==> src/rtl/i2c_target_regs.sv <==
// I2C target register file: 7-bit address match, pointer byte then burst writes, current-address burst reads.
// Optional macro I2C_TGT_SYNC_EN inserts 2-flop synchronizers on scl_i/sda_i ahead of edge detection.
module i2c_target_regs #(
  parameter logic [6:0] DEV_ADDR = 7'h08,
  parameter int         NUM_REGS = 16,
  localparam int        PW       = $clog2(NUM_REGS)
) (
  input  logic          scl_4x,
  input  logic          rst,
  input  logic          scl_i,
  input  logic          sda_i,
  output logic          sda_o,
  output logic          busy,
  output logic          reg_wr_en,
  output logic [PW-1:0] reg_wr_addr,
  output logic [7:0]    reg_wr_data
);

  typedef enum logic [3:0] {
    IDLE, ADDR, ADDR_ACK, PTR, PTR_ACK, WDATA, WDATA_ACK, RDATA, RDATA_ACK, WAIT_STOP
  } state_t;

  logic scl, sda;

`ifdef I2C_TGT_SYNC_EN
  logic [1:0] scl_sync_reg, sda_sync_reg;

  always_ff @(posedge scl_4x) begin
    if (rst) begin
      scl_sync_reg <= 2'b11;
      sda_sync_reg <= 2'b11;
    end else begin
      scl_sync_reg <= {scl_sync_reg[0], scl_i};
      sda_sync_reg <= {sda_sync_reg[0], sda_i};
    end
  end

  assign scl = scl_sync_reg[1];
  assign sda = sda_sync_reg[1];
`else
  assign scl = scl_i;
  assign sda = sda_i;
`endif

  // Previous samples start high so an idle bus right after reset never looks like a START.
  logic scl_q, sda_q;

  always_ff @(posedge scl_4x) begin
    if (rst) begin
      scl_q <= 1'b1;
      sda_q <= 1'b1;
    end else begin
      scl_q <= scl;
      sda_q <= sda;
    end
  end

  logic rise, fall, start_det, stop_det;
  assign rise      = ~scl_q & scl;
  assign fall      = scl_q & ~scl;
  assign start_det = scl & scl_q & sda_q & ~sda;
  assign stop_det  = scl & scl_q & ~sda_q & sda;

  state_t        state_reg;
  logic [3:0]    bit_cnt_reg;
  logic [7:0]    shift_reg;
  logic [7:0]    tx_reg;
  logic          rw_reg;
  logic [PW-1:0] ptr_reg;
  logic          sda_o_reg;
  logic          busy_reg;
  logic          wr_en_reg;
  logic [PW-1:0] wr_addr_reg;
  logic [7:0]    wr_data_reg;

  logic [7:0] reg_file [NUM_REGS];
  logic [7:0] rd_byte;
  logic [7:0] shift_in;

  assign rd_byte  = reg_file[ptr_reg];
  assign shift_in = {shift_reg[6:0], sda};

  always_ff @(posedge scl_4x) begin
    if (rst) begin
      state_reg   <= IDLE;
      bit_cnt_reg <= 4'd0;
      shift_reg   <= 8'h00;
      tx_reg      <= 8'h00;
      rw_reg      <= 1'b0;
      ptr_reg     <= '0;
      sda_o_reg   <= 1'b1;
      busy_reg    <= 1'b0;
      wr_en_reg   <= 1'b0;
      wr_addr_reg <= '0;
      wr_data_reg <= 8'h00;
    end else begin
      wr_en_reg <= 1'b0;
      if (stop_det) begin
        state_reg   <= IDLE;
        sda_o_reg   <= 1'b1;
        busy_reg    <= 1'b0;
        bit_cnt_reg <= 4'd0;
      end else if (start_det) begin
        state_reg   <= ADDR;
        sda_o_reg   <= 1'b1;
        busy_reg    <= 1'b1;
        bit_cnt_reg <= 4'd0;
      end else begin
        case (state_reg)
          IDLE: ;
          ADDR: begin
            if (rise) begin
              shift_reg   <= shift_in;
              bit_cnt_reg <= bit_cnt_reg + 4'd1;
            end else if (fall && bit_cnt_reg == 4'd8) begin
              bit_cnt_reg <= 4'd0;
              if (shift_reg[7:1] == DEV_ADDR) begin
                rw_reg    <= shift_reg[0];
                sda_o_reg <= 1'b0;
                state_reg <= ADDR_ACK;
              end else begin
                busy_reg  <= 1'b0;
                state_reg <= IDLE;
              end
            end
          end
          // A read's MSB goes out on the same fall that ends the address ACK.
          ADDR_ACK: begin
            if (fall) begin
              if (rw_reg) begin
                sda_o_reg   <= rd_byte[7];
                tx_reg      <= {rd_byte[6:0], 1'b0};
                bit_cnt_reg <= 4'd1;
                state_reg   <= RDATA;
              end else begin
                sda_o_reg   <= 1'b1;
                bit_cnt_reg <= 4'd0;
                state_reg   <= PTR;
              end
            end
          end
          PTR: begin
            if (rise) begin
              shift_reg   <= shift_in;
              bit_cnt_reg <= bit_cnt_reg + 4'd1;
            end else if (fall && bit_cnt_reg == 4'd8) begin
              ptr_reg     <= shift_reg[PW-1:0];
              sda_o_reg   <= 1'b0;
              bit_cnt_reg <= 4'd0;
              state_reg   <= PTR_ACK;
            end
          end
          PTR_ACK: begin
            if (fall) begin
              sda_o_reg <= 1'b1;
              state_reg <= WDATA;
            end
          end
          WDATA: begin
            if (rise) begin
              shift_reg   <= shift_in;
              bit_cnt_reg <= bit_cnt_reg + 4'd1;
              if (bit_cnt_reg == 4'd7) begin
                wr_en_reg   <= 1'b1;
                wr_addr_reg <= ptr_reg;
                wr_data_reg <= shift_in;
              end
            end else if (fall && bit_cnt_reg == 4'd8) begin
              sda_o_reg   <= 1'b0;
              bit_cnt_reg <= 4'd0;
              state_reg   <= WDATA_ACK;
            end
          end
          WDATA_ACK: begin
            if (fall) begin
              sda_o_reg <= 1'b1;
              ptr_reg   <= ptr_reg + 1'b1;
              state_reg <= WDATA;
            end
          end
          // bit_cnt counts bits already driven; 0 means the next byte has not been loaded yet.
          RDATA: begin
            if (fall) begin
              if (bit_cnt_reg == 4'd0) begin
                sda_o_reg   <= rd_byte[7];
                tx_reg      <= {rd_byte[6:0], 1'b0};
                bit_cnt_reg <= 4'd1;
              end else if (bit_cnt_reg == 4'd8) begin
                sda_o_reg   <= 1'b1;
                bit_cnt_reg <= 4'd0;
                state_reg   <= RDATA_ACK;
              end else begin
                sda_o_reg   <= tx_reg[7];
                tx_reg      <= {tx_reg[6:0], 1'b0};
                bit_cnt_reg <= bit_cnt_reg + 4'd1;
              end
            end
          end
          RDATA_ACK: begin
            if (rise) begin
              if (!sda) begin
                ptr_reg     <= ptr_reg + 1'b1;
                bit_cnt_reg <= 4'd0;
                state_reg   <= RDATA;
              end else begin
                state_reg <= WAIT_STOP;
              end
            end
          end
          WAIT_STOP: sda_o_reg <= 1'b1;
          default: begin
            state_reg <= IDLE;
            sda_o_reg <= 1'b1;
            busy_reg  <= 1'b0;
          end
        endcase
      end
    end
  end

  // Storage is committed from the registered write strobe, one cycle behind the pulse.
  genvar gi;
  generate
    for (gi = 0; gi < NUM_REGS; gi++) begin : g_reg
      logic [7:0] val_reg;

      always_ff @(posedge scl_4x) begin
        if (rst) begin
          val_reg <= 8'h00;
        end else if (wr_en_reg && wr_addr_reg == PW'(gi)) begin
          val_reg <= wr_data_reg;
        end
      end

      assign reg_file[gi] = val_reg;
    end
  endgenerate

  assign sda_o       = sda_o_reg;
  assign busy        = busy_reg;
  assign reg_wr_en   = wr_en_reg;
  assign reg_wr_addr = wr_addr_reg;
  assign reg_wr_data = wr_data_reg;

endmodule
==> config.mk <==
export PLATFORM = sky130hd
export DESIGN_NAME = i2c_target_regs
export DESIGN_NICKNAME = d
export VERILOG_FILES = /design/src/rtl/i2c_target_regs.sv
export SDC_FILE = /design/constraint.sdc
export NUM_CORES = 1
export LEC_CHECK = 0
export ABC_AREA = 1
export BUFFER_PORTS_ARGS = -buffer_cell sky130_fd_sc_hd__buf_2
export CAP_MARGIN = 20
export CORE_MARGIN = 2
export CORE_UTILIZATION = 55
export CTS_CLUSTER_SIZE = 8
export DETAILED_ROUTE_END_ITERATION = 12
export PLACE_DENSITY_LB_ADDON = 0.3
export RECOVER_POWER = 100
export SYNTH_ARGS = -nofsm -noshare
export SYNTH_HDL_FRONTEND = slang
export SYNTH_SLANG_ARGS = --single-unit
==> constraint.sdc <==
create_clock -name scl_4x -period 2.85 [get_ports scl_4x]
set_clock_uncertainty 0.05 [all_clocks]
set_input_delay 0.285 -clock scl_4x [delete_from_list [all_inputs] [get_ports scl_4x]]
set_output_delay 0.285 -clock scl_4x [all_outputs]
set_load 0.01 [all_outputs]
==> impl_metrics.csv, run 1 <==
group,metric,value,unit
clock_tree,clkLatencyLatePin,0.43,ns
cells_and_area,area_growth,6.79,%
sta,slew_viol_final,0,
drt,drtPass1Iterations,5,
critical_path,endpoint_kind,"register",
yosys,syn_nets,1266,
clock_tree,ctsLongestPathBuffers,2,
status,status,"finished, final reports clean",
critical_path,critPathSlowestCell,"clkbuf_1",
cells_and_area,fill_cells,1441,
power,finalPower,6560,uW
placement,dp_hpwl,13800,um
drt,num_vias,7777,
drt,viasPerCell,5.45,
yosys,yosysWarnings,0,
floorplanning,io_pins,19,
clock_tree,root_buffer,"clkbuf_16",
global_routing,grt_pass1_wl,35400,um
drt,wl,21600,um
yosys,synth-main-ff-cell,"dfxtp_1",
global_routing,first_global_vias,7003,
sta,setup_ws,0.675,ns
power,p_leak,0.00371,uW
power,peakVddDrop,0.000502,V
clock_tree,cts_tree,"built",
clock_tree,hold_buffers,0,
sta,min_period,2.17,ns
placement,gp_congestion,0.965,
cells_and_area,fin_area,0.00900,sq mm
yosys,syn_area_per_cell,6.70,sq um
yosys,ys_seq_area_frac,0.411,
critical_path,crit_buf_inv,3,
yosys,synthesis.area,0.00843,sq mm
yosys,synth_cells,1258,
floorplanning,core_area,0.0151,sq mm
floorplanning,start_util,0.558,
yosys,synth_edf_count,0,
sta,setup_violations,0,
clock_tree,htreeDepth,4,
clock_tree,clk_pin_slew,0.06,ns
floorplanning,die-height,128,um
floorplanning,die_w,128,um
clock_tree,cts_buffers,17,
global_routing,grt_max_degree,157,
placement,placed_area,0.00849,sq mm
clock_tree,cts.sinks,173,
sta,worst_pin_slew,1.41,ns
floorplanning,dieArea,0.0163,sq mm
yosys,synth_top_area_share,0.411,
critical_path,start_kind,"register",
min_path,hold_path.class,"primary input to register",
sta,fmax,0.460,GHz
critical_path,timing.critical_path.mode_cell,"nor2_1",
cells_and_area,antenna_cells,0,
cells_and_area,drive_gt1_frac,0.0661,
drt,drt_iter0_drc,835,
sta,hold_violations,0,
drt,postRouteAntennaNets,0,
critical_path,worstPathRequired,3.12,ns
floorplanning,rows,45,
critical_path,worstSetupPathType,"register to register",
sta,setup_tns,0,ns
yosys,synth_area_leaders,"dfxtp_1 41%, o21ai_0 9.7%, nand2_1 9.7%",
yosys,ys_async_sr_fraction,0,
placement,post-place-ws,1.07,ns
clock_tree,post_cts_resized,0,
placement,port-buffer-count,18,
yosys,synth_area_leader_cell,"dfxtp_1",
yosys,ys_ff_latch,173,
critical_path,cp_top_family,"buffers and inverters",
flow_run,max_cap_viol_count,0,
clock_tree,post_cts_buffers,0,
critical_path,critPathArrivalTime,2.45,ns
global_routing,grtUsageTotal,0.275,
global_routing,antenna_found_initial,0,
drt,post_drt_wl_per_cell,15.1,um
sta,rsz0062_at_grt,"false",
sta,slew-limit-headroom,0.0625,
sta,finalCritPeriodShare,0.763,
cells_and_area,finalCoreUtilization,0.596,
yosys,synthDistinctLibCells,38,
cells_and_area,layout_common_cells,"218 x nand2_1, 172 x dfxtp_1, 167 x o21ai_0, 157 x nor2_1, 153 x inv_1",
power,power_density,729,mW/mm^2
critical_path,crit_chain,"inv_2 -> nand2_4 -> nor2_1 -> nand2_1 -> nor3_4 -> clkbuf_1 -> inv_1 -> nor2_1 -> nor2_1",
critical_path,cpPeakStageDelay,0.65,ns
drt,drc,0,
critical_path,cp_max_fo,23,
cells_and_area,final_common_cell,"nand2_1",
cells_and_area,largest_register_ffs,128,
global_routing,grt-ovfl-total,0,
cells_and_area,nets,1235,
-- synthesized netlist by cell type (2+ instances only) --
master,n
nand2_1,217
dfxtp_1,173
o21ai_0,164
nor2_1,155
inv_1,153
a21oi_1,128
nand3_1,111
clkbuf_1,47
buf_2,24
nand2_2,10
inv_2,8
nand4_1,8
nor2_2,8
o211ai_1,7
o21ai_2,5
a21oi_2,4
ha_1,4
clkinv_1,3
nor2_4,3
o21ai_1,3
buf_4,2
buf_6,2
nand3_2,2
nand3_4,2
nor3_1,2
-- final timing paths --
| path | start | end | slack, ns | cells after the start |
|---|---|---|---|---|
| worst max-delay path | state_reg[3]$_SDFFE_PP0P_ | reg_wr_data[7]$_SDFFE_PP0P_ | 0.68 | 9 |
| worst min-delay path | scl_i | scl_q$_SDFF_PP1_ | 0.05 | 3 |
| worst max register to register | state_reg[3]$_SDFFE_PP0P_ | reg_wr_data[7]$_SDFFE_PP0P_ | 0.68 | 9 |
| worst min register to register | g_reg[9].val_reg[6]$_SDFFE_PP0P_ | g_reg[9].val_reg[6]$_SDFFE_PP0P_ | 0.40 | 2 |
-- cell families after synthesis --
group / Yosys count / synth area share
flip-flops: 173 / 0.411
adder cells (fa/ha/maj): 4 / 0.00594
buffers and inverters: 240 / 0.113
AND/OR/NAND/NOR: 526 / 0.274
AO/OA/AOI/OAI: 313 / 0.193
XOR/XNOR: 2 / 0.00208
-- routing by layer --
layer / share of wire / vias to the layer above / wire [um] / track usage
met5: 0 / - / 0 / 0
met1: 0.45 / 3531 / 9720 / 0.366
met4: 0.026 / 0 / 571 / 0.105
met2: 0.46 / 230 / 9950 / 0.441
met3: 0.064 / 44 / 1390 / 0.0576
li1: - / 3972 / - / -
-- worst reg2reg max path: cells and delay by family (launching register included) --
kind	cells	cell delay [ns]
flip-flops	1	0.34
AND/OR/NAND/NOR	6	0.71
buffers and inverters	3	0.97
-- report_power, final --
group	total, uW	switching [uW]	internal [uW]
registers	2560	75.7	2480
clock network	2270	966	1310
logic	1730	1200	529
total	6560	2240	4320
-- through the flow --
step	std cells	hold WS, ns
floorplan	1258	0.365
global placement	1396	0.386
detailed placement	1396	0.392
CTS	1428	0.0348
global route	1428	0.0574
finish	1428	0.0491
-- cell type report --
cell class | count | area, sq um | area share
sequential | 173 | 3460 | 0.385
clock inverter | 11 | 119 | 0.0132
multi-input combinational | 845 | 3990 | 0.443
tap | 188 | 235 | 0.0261
timing repair buffer | 26 | 126 | 0.0140
inverter | 164 | 617 | 0.0686
clock buffer | 21 | 450 | 0.0501
Power figures use the tool's default switching activity.
==> run 2, diff against run 1 <==
==> constraint.sdc (replaced) <==
create_clock -name scl_4x -period 2.1 [get_ports scl_4x]
set_clock_uncertainty 0.05 [all_clocks]
set_input_delay 0.21 -clock scl_4x [delete_from_list [all_inputs] [get_ports scl_4x]]
set_output_delay 0.21 -clock scl_4x [all_outputs]
set_load 0.01 [all_outputs]
==> run 2 against run 1 <==
  * Via count up 1.5%
  * First-iteration DRC count down 4.2%
  * Global-route usage about the same
  * Total power up 36%
  * Critical path depth down 7
  * Combinational power up 43%
  * Clock power up 32%
  * Register-to-register slack worse by 0.44 ns
  * Flip-flop and latch count unchanged
  * Sequential share of layout area down 0.74 points
  * Critical endpoint is now reg_wr_data[3]
  * Core utilization up 1.2 points
  * Largest cell class unchanged
  * Die area unchanged
==> impl_metrics.csv, run 2 (synthesized netlist as in run 1, its figures left out) <==
group,metric,value,unit
status,status,"finished, final reports clean",
sta,rsz0062_at_grt,"false",
drt,postRouteAntennaNets,0,
floorplanning,die-height,128,um
drt,num_vias,7895,
clock_tree,post_cts_buffers,0,
sta,slew-limit-headroom,0.315,
global_routing,first_global_vias,7086,
min_path,hp-start,"sda_i",
sta,setup_violations,0,
critical_path,endpoint_kind,"primary output",
cells_and_area,drive_gt1_frac,0.0849,
placement,gp_congestion,0.914,
cells_and_area,multi_input_area,0.00398,sq mm
drt,wl,21900,um
power,switching_power,3170,uW
critical_path,cpPeakStageDelay,0.58,ns
global_routing,grt_use_met3,0.0434,
cells_and_area,area_growth,8.88,%
power,power.share.combinational,0.277,
global_routing,grt-ovfl-total,0,
clock_tree,clkLatencyLatePin,0.44,ns
sta,slew_viol_final,0,
cells_and_area,layout_common_cells,"219 x nand2_1, 172 x dfxtp_1, 165 x o21ai_0, 157 x nor2_1, 153 x inv_1",
cells_and_area,instances_no_fill,1449,
sta,min_period,1.91,ns
cells_and_area,ff_latch_area,0.00346,sq mm
drt,drc,0,
drt,drtPass1Iterations,5,
min_path,hold_path.class,"primary input to register",
cells_and_area,fill_cells,1457,
critical_path,start_kind,"register",
critical_path,crit_chain,"clkbuf_1 -> buf_2",
power,power_frac_seq,0.388,
drt,viasPerCell,5.45,
power,peakVddDrop,0.000575,V
critical_path,critPathArrivalTime,1.65,ns
critical_path,r2r_cells,10,
clock_tree,htreeDepth,4,
floorplanning,core_area,0.0151,sq mm
flow_run,max_cap_viol_count,0,
clock_tree,cts_buffers,17,
global_routing,antenna_found_initial,0,
power,power.internal,5750,uW
cells_and_area,antenna_cells,0,
critical_path,worstSetupPathType,"register to primary output",
global_routing,grt_pass1_wl,35900,um
critical_path,crit_buf_inv,2,
cells_and_area,largest_register_ffs,128,
global_routing,grt-busiest-layer,"met2",
power,swShare,0.355,
critical_path,cp_max_fo,10,
global_routing,use_met1,0.385,
cells_and_area,final_common_cell,"nand2_1",
floorplanning,die_w,128,um
critical_path,cp_top_family,"buffers and inverters",
drt,post_drt_wl_per_cell,15.1,um
critical_path,reg2reg_from,"bit_cnt_reg[0]$_SDFFE_PP0P_",
placement,port-buffer-count,18,
sta,finalCritPeriodShare,0.910,
critical_path,cp-startpoint,"reg_wr_data[3]$_SDFFE_PP0P_",
power,p_leak,0.00383,uW
placement,dp_cells,1416,
sta,fmax,0.523,GHz
cells_and_area,nets,1256,
sta,worst_pin_slew,1.03,ns
floorplanning,start_util,0.558,
clock_tree,ctsLongestPathBuffers,2,
power,clock_power_share,0.335,
min_path,min_path_cells,3,
clock_tree,root_buffer,"clkbuf_16",
floorplanning,dieArea,0.0163,sq mm
critical_path,critPathSlowestCell,"dfxtp_1",
floorplanning,rows,45,
critical_path,worstPathRequired,1.84,ns
floorplanning,io_pins,19,
power,power_density,972,mW/mm^2
clock_tree,cts.sinks,173,
clock_tree,clk_pin_slew,0.07,ns
placement,dp_hpwl,14500,um
global_routing,global_route.usage.met2,0.429,
global_routing,grt_max_degree,88,
clock_tree,cts_tree,"built",
sta,hold_violations,0,
global_routing,grtUsageTotal,0.275,
drt,drt_iter0_drc,800,
sta,setup_tns,0,ns
critical_path,worst-path-stages,2,
==> run 2: cell types whose count changed in the layout (fill, tap and decap cells not counted), sizes merged, moves of 2 or more <==
cell / before / now
buf: 8 / 28
clkinv: 11 / 8
clkinvlp: 2 / 4
bufinv: 2 / 0
inv: 160 / 165
clkbuf: 39 / 37
==> run 2: through the flow <==
stage	hold WS [ns]	total power (uW)	cell area, sq um	util	worst slack (ns)
floorplan	0.290	5380	8430	-	0.592
global placement	0.384	5960	8690	0.576	0.355
detailed placement	0.391	5970	8690	0.576	0.302
CTS	0.0279	8950	9260	0.614	0.281
global route	0.0449	9400	9170	0.608	0.0701
finish	0.0311	8920	9170	0.608	0.189
==> run 2: worst paths after layout <==
kind / to / slack (ns)
worst max-delay path: reg_wr_data[3] / 0.19
worst min-delay path: sda_q$_SDFF_PP1_ / 0.03
worst max register to register: state_reg[2]$_SDFFE_PP0P_ / 0.24
worst min register to register: g_reg[0].val_reg[7]$_SDFFE_PP0P_ / 0.40
==> run 2: final cells by class <==
type,instances,area share
multi-input cells,845,0.434
inverters,164,0.0672
flip-flops and latches,173,0.378
clock buffers,19,0.0494
repair buffers,47,0.0344
clock inverters,13,0.0117
well taps,188,0.0256
==> run 2: worst min-delay path, delay by kind of cell <==
family	cells	cell delay, ns
buf+inv	2	0.21
simple gates	1	0.07
==> run 2: power by group through the flow <==
stage | clock network, uW | logic [uW] | registers, uW
6_report | 2990 | 2470 | 3460
5_1_grt | 3180 | 2750 | 3470
4_1_cts | 3030 | 2460 | 3460
3_5_place_dp | 0 | 2440 | 3530
3_3_place_gp | 0 | 2430 | 3530
2_1_floorplan | 0 | 1880 | 3500
==> run 2: routing by layer <==
metal	vias up	routed length (um)
met5	-	0
met4	0	536
met3	41	1110
met2	223	9830
met1	3623	10400
li1	4008	-
==> run 2: what timing repair did <==
action / 4_1_cts / 5_1_grt
hold endpoints to repair: 1 / 0
resized for setup: 0 / 0
hold buffers: 1 / 0
